==> src/rtl/inst_fetch.sv <==
// inst_fetch -- instruction fetch stage.
//
// Keeps the program counter, issues word reads to instruction memory over a
// valid/ready request channel (responses return in order), and buffers the
// returned words in a small FIFO. The decode stage sees {instruction, PC} pairs.
// A redirect from execute flushes the buffer, and responses still in flight for
// the old stream are counted so that they can be discarded when they arrive.
//
// Parameters:
//   RESET_PC    PC of the first fetch after reset
//   FIFO_DEPTH  buffer entries (power of two, >= 2); also the maximum number of
//               outstanding requests
//
// Ports:
//   clk, reset_n                   rising-edge clock, async active-low reset
//   mem_req_valid/ready/addr       fetch request channel (word address)
//   mem_rsp_valid/data             in-order read responses
//   out_valid/ready/inst/pc        buffer head towards decode
//   redirect_valid/redirect_pc     single-cycle branch/jump redirect
//   misaligned                     fetch halted on a misaligned redirect
//
// Build option:
//   FETCH_MISALIGN_CHECK_EN  when defined, a redirect to a non-word-aligned PC
//                            halts fetch and raises misaligned until the next
//                            aligned redirect. When undefined, redirect_pc[1:0]
//                            are ignored and misaligned is tied low.

module inst_fetch #(
  parameter logic [31:0] RESET_PC   = 32'h0000_0000,
  parameter int          FIFO_DEPTH = 2
) (
  input  logic        clk,
  input  logic        reset_n,
  output logic        mem_req_valid,
  input  logic        mem_req_ready,
  output logic [31:0] mem_req_addr,
  input  logic        mem_rsp_valid,
  input  logic [31:0] mem_rsp_data,
  output logic        out_valid,
  input  logic        out_ready,
  output logic [31:0] out_inst,
  output logic [31:0] out_pc,
  input  logic        redirect_valid,
  input  logic [31:0] redirect_pc,
  output logic        misaligned
);

  localparam int PW = (FIFO_DEPTH > 1) ? $clog2(FIFO_DEPTH) : 1;
  localparam int CW = PW + 1;
  localparam int SW = CW + 1;
  // Stale responses can pile up across back-to-back redirects, so the drop
  // counter is wider than the outstanding counter.
  localparam int DW = 8;

  logic [31:0]   fetch_pc;
  logic [CW-1:0] fifo_count;
  logic [CW-1:0] outstanding;
  logic [DW-1:0] drop;
  logic [PW-1:0] rd_ptr;
  logic [PW-1:0] wr_ptr;
  logic [31:0]   fifo_inst [FIFO_DEPTH];
  logic [31:0]   fifo_pc   [FIFO_DEPTH];
  logic          halted;

  logic          pop;
  logic          req_fire;
  logic          rsp_live;
  logic          rsp_stale;
  logic [31:0]   rsp_pc;
  logic [SW-1:0] in_flight;

  assign pop       = out_valid && out_ready;
  assign req_fire  = mem_req_valid && mem_req_ready;
  assign rsp_live  = mem_rsp_valid && (drop == '0);
  assign rsp_stale = mem_rsp_valid && (drop != '0);

  // Live requests since the last redirect are consecutive words, so the oldest
  // one sits outstanding*4 bytes behind the next fetch address.
  assign rsp_pc = fetch_pc - 32'({outstanding, 2'b00});

  // Credit counts the head being popped this cycle as already free; without
  // that a two-entry buffer could only sustain every other cycle. The pop does
  // not depend on the memory handshake, so a request raised on its credit is
  // still covered next cycle and is never withdrawn.
  assign in_flight = SW'(fifo_count) + SW'(outstanding) - SW'(pop);

  assign mem_req_valid = reset_n && !redirect_valid && !halted &&
                         (in_flight < SW'(FIFO_DEPTH));
  assign mem_req_addr  = fetch_pc;

  assign out_valid = (fifo_count != '0);
  assign out_inst  = fifo_inst[rd_ptr];
  assign out_pc    = fifo_pc[rd_ptr];

  // Main fetch state: PC, request/drop accounting and the instruction buffer.
  // A redirect overrides everything else in its cycle: the buffer is emptied,
  // every live request becomes a response to drop (less the one arriving now,
  // which is itself discarded), and fetch restarts at the new PC.
  always_ff @(posedge clk or negedge reset_n) begin
    if (!reset_n) begin
      fetch_pc    <= RESET_PC;
      fifo_count  <= '0;
      outstanding <= '0;
      drop        <= '0;
      rd_ptr      <= '0;
      wr_ptr      <= '0;
      for (int i = 0; i < FIFO_DEPTH; i++) begin
        fifo_inst[i] <= '0;
        fifo_pc[i]   <= '0;
      end
    end else if (redirect_valid) begin
      fetch_pc    <= {redirect_pc[31:2], 2'b00};
      fifo_count  <= '0;
      outstanding <= '0;
      drop        <= drop + DW'(outstanding) - DW'(mem_rsp_valid);
      rd_ptr      <= '0;
      wr_ptr      <= '0;
    end else begin
      if (req_fire) begin
        fetch_pc <= fetch_pc + 32'd4;
      end
      outstanding <= outstanding + CW'(req_fire) - CW'(rsp_live);
      if (rsp_stale) begin
        drop <= drop - DW'(1);
      end
      if (rsp_live) begin
        fifo_inst[wr_ptr] <= mem_rsp_data;
        fifo_pc[wr_ptr]   <= rsp_pc;
        wr_ptr            <= wr_ptr + PW'(1);
      end
      if (pop) begin
        rd_ptr <= rd_ptr + PW'(1);
      end
      fifo_count <= fifo_count + CW'(rsp_live) - CW'(pop);
    end
  end

`ifdef FETCH_MISALIGN_CHECK_EN
  // Halt flag: set by a misaligned redirect, cleared by the next aligned one.
  always_ff @(posedge clk or negedge reset_n) begin
    if (!reset_n) begin
      halted <= 1'b0;
    end else if (redirect_valid) begin
      halted <= |redirect_pc[1:0];
    end
  end

  assign misaligned = halted;
`else
  logic unused_redirect_lsbs;

  assign halted               = 1'b0;
  assign misaligned           = 1'b0;
  assign unused_redirect_lsbs = ^redirect_pc[1:0];
`endif

endmodule
==> config.mk <==
export PLATFORM = sky130hd
export DESIGN_NAME = inst_fetch
export DESIGN_NICKNAME = d
export VERILOG_FILES = /design/src/rtl/inst_fetch.sv
export SDC_FILE = /design/constraint.sdc
export NUM_CORES = 1
export LEC_CHECK = 0
export BUFFER_PORTS_ARGS = -buffer_cell sky130_fd_sc_hd__buf_2
export CAP_MARGIN = 20
export CORE_ASPECT_RATIO = 2
export CORE_MARGIN = 2
export CORE_UTILIZATION = 23
export CTS_CLUSTER_DIAMETER = 50
export DETAILED_ROUTE_END_ITERATION = 10
export PLACE_DENSITY = 0.4
export RECOVER_POWER = 25
export SETUP_SLACK_MARGIN = 0.4
export SLEW_MARGIN = 0
export SYNTH_ARGS = -nofsm -noshare
export SYNTH_HDL_FRONTEND = slang
export SYNTH_SLANG_ARGS = --single-unit
==> constraint.sdc <==
create_clock -name clk -period 3.9 [get_ports clk]
set_input_delay 0.195 -clock clk [delete_from_list [all_inputs] [get_ports clk]]
set_output_delay 0.195 -clock clk [all_outputs]
set_load 0.1 [all_outputs]
# --- Yosys cells after proc, flatten, opt, wreduce, memory -nomap -nowiden ---
# Index checks and enable logic that the tools add are counted.
classes:
  div_mod_pow: 0
  n_mux: 20
  multipliers: 0
  add_sub_neg: 13
  bitwise: 3
  shift: 0
  n_lt_le_gt_ge: 4
  eq_ne: 0
  n_reduce_logical: 16
op_table:
  columns: ["op", "count"]
  rows:
  - ["32-bit 2-to-1 mux", 9]
  - ["64-bit bitwise mux", 2]
  - ["32-bit by 3-bit adder with 32-bit output, second input constant", 1]
  - ["32-bit demux with 1-bit select", 1]
  - ["32-bit by 4-bit subtractor with 32-bit output", 1]
  - ["8-bit 2-to-1 mux", 2]
  - ["2-bit nonzero test", 5]
  - ["8-bit by 2-bit adder with 8-bit output", 1]
  - ["8-bit zero test", 1]
  - ["8-bit nonzero test", 1]
  - ["8-bit by 1-bit subtractor with 8-bit output", 1]
  - ["8-bit by 1-bit subtractor with 8-bit output, second input constant", 1]
  - ["1-bit logical AND", 7]
  - ["2-bit by 1-bit adder with 2-bit output", 2]
  - ["2-bit >= comparator, second input constant", 2]
  - ["1-bit 2-to-1 mux", 4]
  - ["2-bit 2-to-1 mux", 2]
  - ["1-bit NOT with 2-bit output", 2]
  - ["2-bit by 1-bit subtractor with 2-bit output", 2]
  - ["2-bit by 2-bit adder with 3-bit output", 1]
  - ["3-bit by 2-bit < comparator with 1-bit output, second input constant", 1]
  - ["3-bit by 1-bit subtractor with 3-bit output", 1]
  - ["1-bit adder, second input constant", 2]
  - ["2-bit by 1-bit < comparator with 1-bit output, second input constant", 1]
  - ["3 further kinds", 3]
totals:
  rom_bits: 0
  latchBits: 0
  mem_count: 0
  in_bits: 70
  ff_bits: 174
  ram_bits: 0

# --- Depth between registers and ports, before layout ---
logic_depth:
  word_depth: 9
  ltp_mapped: 14

# --- Least setup slack after synthesis ---
# Ideal clock, no wire load.
synth_timing:
  kind: "reg2out"
  start: "reg fifo_count[1]"
  end: "out mem_req_valid"
  arrival_ns: 4.746
  path_buffers: 0
  required_ns: 3.705
  path_stages_with_launch: 7
  slack_ns: -1.041
  cell_sequence: "dfrtp_1 -> or2_2 -> nand2_1 -> nor2_1 -> fa_1 -> xnor2_1 -> nor4bb_1"
synth_via:
  elab_chain_cells: 5
  elab_cells_between_ends: 6
synth_lines:
  columns: ["item", "line", "rtl"]
  rows:
  - ["start: declaration", "56", "logic [CW-1:0] fifo_count;"]
  - ["start signal: assignment", "134", "fifo_count <= fifo_count + CW'(rsp_live) - CW'(pop);"]
  - ["2-bit nonzero test", "91", "assign out_valid = (fifo_count != '0);"]
  - ["named net out_valid", "39", "output logic out_valid,"]
  - ["1-bit logical AND", "72", "assign pop = out_valid && out_ready;"]
  - ["3-bit by 1-bit subtractor with 3-bit output", "85", "assign in_flight = SW'(fifo_count) + SW'(outstanding) - SW'(pop);"]
  - ["3-bit by 2-bit < comparator with 1-bit output", "88", "(in_flight < SW'(FIFO_DEPTH));"]
  - ["1-bit logical AND", "87", "assign mem_req_valid = reset_n && !redirect_valid && !halted &&"]
  - ["end: declaration", "34", "output logic mem_req_valid,"]
# The timed path passes the listed nets, and every way through them passes these cells.

# --- Worst setup path after layout ---
layout_timing:
  start: "reg fifo_count[1]"
  end: "reg outstanding[1]"
layout_via:
  elab_chain_cells: 9
  elab_cells_between_ends: 10
layout_lines:
  columns: ["item", "line", "rtl"]
  rows:
  - ["branches (longest 2 deep; another with 2-bit by 2-bit adder with 3-bit output)", null, null]
  - ["3-bit by 1-bit subtractor with 3-bit output *", "85", null]
  - ["3-bit by 2-bit < comparator with 1-bit output *", "88", null]
  - ["1-bit logical AND *", "87", null]
  - ["1-bit logical AND *", "73", "assign req_fire = mem_req_valid && mem_req_ready;"]
  - ["2-bit by 1-bit adder with 2-bit output *", "122", "outstanding <= outstanding + CW'(req_fire) - CW'(rsp_live);"]
  - ["2-bit by 1-bit subtractor with 2-bit output *", "122", null]
  - ["2-bit 2-to-1 mux *", "111", "end else if (redirect_valid) begin"]
  - ["end signal: assignment", "122", null]
  - ["end: declaration", "57", "logic [CW-1:0] outstanding;"]
# Every way passes the cells marked *.
# A chain may end at the register's enable or synchronous reset.

==> flow_summary.yaml <==
run_status:
  status: "finished, final reports clean"
hold_path:
  hp-start: "redirect_pc[25]"
  hold_class: "primary input to flop"
power_and_ir_drop:
  p_leak_nw: 5.46
  pwr-share-comb_pct: 51.4
  switching_share_pct: 50.7
  p_seq_share_pct: 28.2
  clkPwrFrac_pct: 20.4
  power.switching_mw: 4.32
  pwr_density_cell_nw_per_um2: 747
  power_mw: 8.53
  ir_worst_vdd_v: 0.000307
  p_int_mw: 4.21
sta:
  fmax_ghz: 0.314
  rsz0062_at_grt: "false"
  maxSlewViolCount: 0
  hold_viol_final: 0
  post-route-period-util_pct: 81.8
  fin_worst_skew_ns: 0.0168
  finalWorstSetupSlack_ns: 0.711
  relSlewSlack_pct: 1.95
  setup_tns_ns: 0
  setup_violations: 0
  fin_crit_ns: 3.19
  worst_pin_slew_ns: 1.47
critical_path:
  critPathRequiredTime_ns: 4.22
  worstPathArrival_ns: 3.51
  crit_type: "flop to flop"
  startpoint: "fifo_count[1]"
  cp_max_fo: 8
  cp-end-kind: "flop"
  rr_startpoint: "fifo_count[1]"
  cp-start-kind: "flop"
clocking:
  clk_latency_ns: 0.45
  cts_made_buffers: 17
  cts_tree: "yes"
  path_clk_slew_ns: 0.07
  numClockSinks: 168
  hold_buffers: 49
  cts_resized: 0
  cts_root_buf: "clkbuf_16"
  clockBufferDepth: 2
  h-tree-depth: 4
  post_cts_buffers: 0
finish:
  final_nets: 1201
  final_cell_mix: "nand2_1 (196), dfrtp_1 (168), buf_2 (160)"
  areaGrowthSynthToFinish_pct: 27.1
  fillCellCount: 4110
  layout_commonest_cell: "nand2_1"
  drive_above_1_share_pct: 29.7
  diodes: 0
drt:
  m1WireLength_um: 11200
  vias_per_cell: 4.37
  route.detailed.drc: 0
  top_layer: "met4"
  wire_per_inst_um: 17.2
  ant_nets: 0
  drt_iter0_drc: 275
  wl_met2_um: 15500
  wl_met3_um: 775
  vias: 7150
  drt-pass1-iter-count: 4
  wl_um: 28200
floorplan:
  ios: 169
  die_y_um: 283
  rows: 102
  coreArea_um2: 38700
  initial_core_util_pct: 23.2
  fp.dieW_um: 144
  dieArea_um2: 40700
grt:
  grt_pass1_vias: 7369
  grt_pass1_wl_um: 42900
  grt_max_degree: 66
  antenna_found_initial: 0
  grt_overflow_total: 0
  track_usage_pct: 14.0
job:
  cap_viol_max_count: 0
synthesis:
  synth_cell_types: 64
  synth_ff_type: "dfrtp_1"
  async_flop_share_pct: 100
  synth_edf_count: 0
  ys_seq_elements: 168
  syn_avg_cell_area_um2: 9.87
  synthCells: 910
  yosysWarnings: 0
  syn-cell-area_um2: 8980
  yosysSeqAreaShare_pct: 46.8
place:
  place_ws_ns: 0.683
  dp_hpwl_um: 20800
  gp_congestion: 0.757
  numPortBuffers: 161
-- flip-flops by register name (all words and copies together) (netlist names) --
| register | cells |
|---|---|
| fifo_inst | 64 |
| fifo_pc | 60 |
| mem_req_addr | 30 |
| drop | 8 |
| fifo_count | 2 |
| outstanding | 2 |
| rd_ptr | 1 |
| wr_ptr | 1 |
-- worst paths after layout --
check / endpoint / slack (ns) / depth (start not counted)
max: outstanding[1] / 0.71 / 14
min: mem_req_addr[25] / 0.03 / 3
max reg2reg: outstanding[1] / 0.71 / 14
min reg2reg: fifo_inst[3] / 0.47 / 2
max in group asynchronous: fifo_inst[22] / 1.48 / 3
min in group asynchronous: fifo_inst[62] / 0.43 / 2
-- area by class of cell --
class                           instances  area (µm²)  share of cell area [%]
Sequential cell                       168        4200                    36.8
Inverter                               29         109                   0.954
Tap cell                              520         651                    5.70
Multi-Input combinational cell        654        4380                    38.4
Clock buffer                           22         484                    4.24
Timing Repair Buffer                  235        1490                    13.1
Clock inverter                          7        95.1                   0.833
-- logic make-up after synthesis --
family                     Yosys count  share of synthesized area (%)
and+or+nand+nor                    337                           18.3
DFF                                168                           46.8
AOI/OAI and AO/OA                  132                           8.37
muxes                               99                           12.4
buffers and inverters               92                           4.88
xor gates and xnor gates            55                           5.36
adders and majority gates           26                           3.87
other                                1                         0.0418
-- cell usage after synthesis (all sizes together) (20+ instances only) --
cell type | number | share of area [%]
nand2 | 196 | 8.2
dfrtp | 168 | 47
mux2 | 96 | 12
o21ai | 85 | 4.7
xnor2 | 38 | 3.7
buf | 33 | 2.3
nor2 | 33 | 1.6
clkbuf | 29 | 1.2
inv | 28 | 1.2
ha | 23 | 3.2
nor3 | 20 | 1.4
-- metrics by stage --
stage / util [%] / hold slack [ns] / instance area, µm² / std cells
4_1_cts: 29.5 / 0.00506 / 11400 / 1635
6_report: 29.5 / 0.0323 / 11400 / 1635
3_3_place_gp: 26.8 / 0.0400 / 10400 / 1557
5_1_grt: 29.5 / 0.000913 / 11400 / 1635
2_1_floorplan: - / -0.101 / 9010 / 914
3_5_place_dp: 26.8 / 0.0405 / 10400 / 1557
-- critical path, cell delays in order (launching register included) --
cell and delay [ns]:
dfrtp_1 0.40, or2_2 0.31, nand2_1 0.13, nor2_1 0.07, fa_1 0.41, xnor2_1 0.62, nor2_1 0.11, buf_4 0.19
inv_1 0.08, ha_1 0.22, inv_1 0.06, ha_1 0.15, xnor2_1 0.13, xnor2_1 0.13, nor2_1 0.05
-- layer usage --
layer	up-vias	track usage, %
met5	-	0
met4	0	5.37
met3	33	2.68
met2	157	26.3
met1	3464	15.1
li1	3496	-
-- power groups by stage --
| stage | clock network (mW) | logic (mW) | registers (mW) |
|---|---|---|---|
| after floorplan | 0 | 3.40 | 2.58 |
| after global placement | 0 | 4.39 | 2.43 |
| after detailed placement | 0 | 4.41 | 2.45 |
| after CTS | 1.81 | 4.45 | 2.41 |
| after global routing | 1.88 | 4.66 | 2.46 |
| final | 1.74 | 4.39 | 2.40 |
Note: power is estimated with default switching activity, not from simulation.
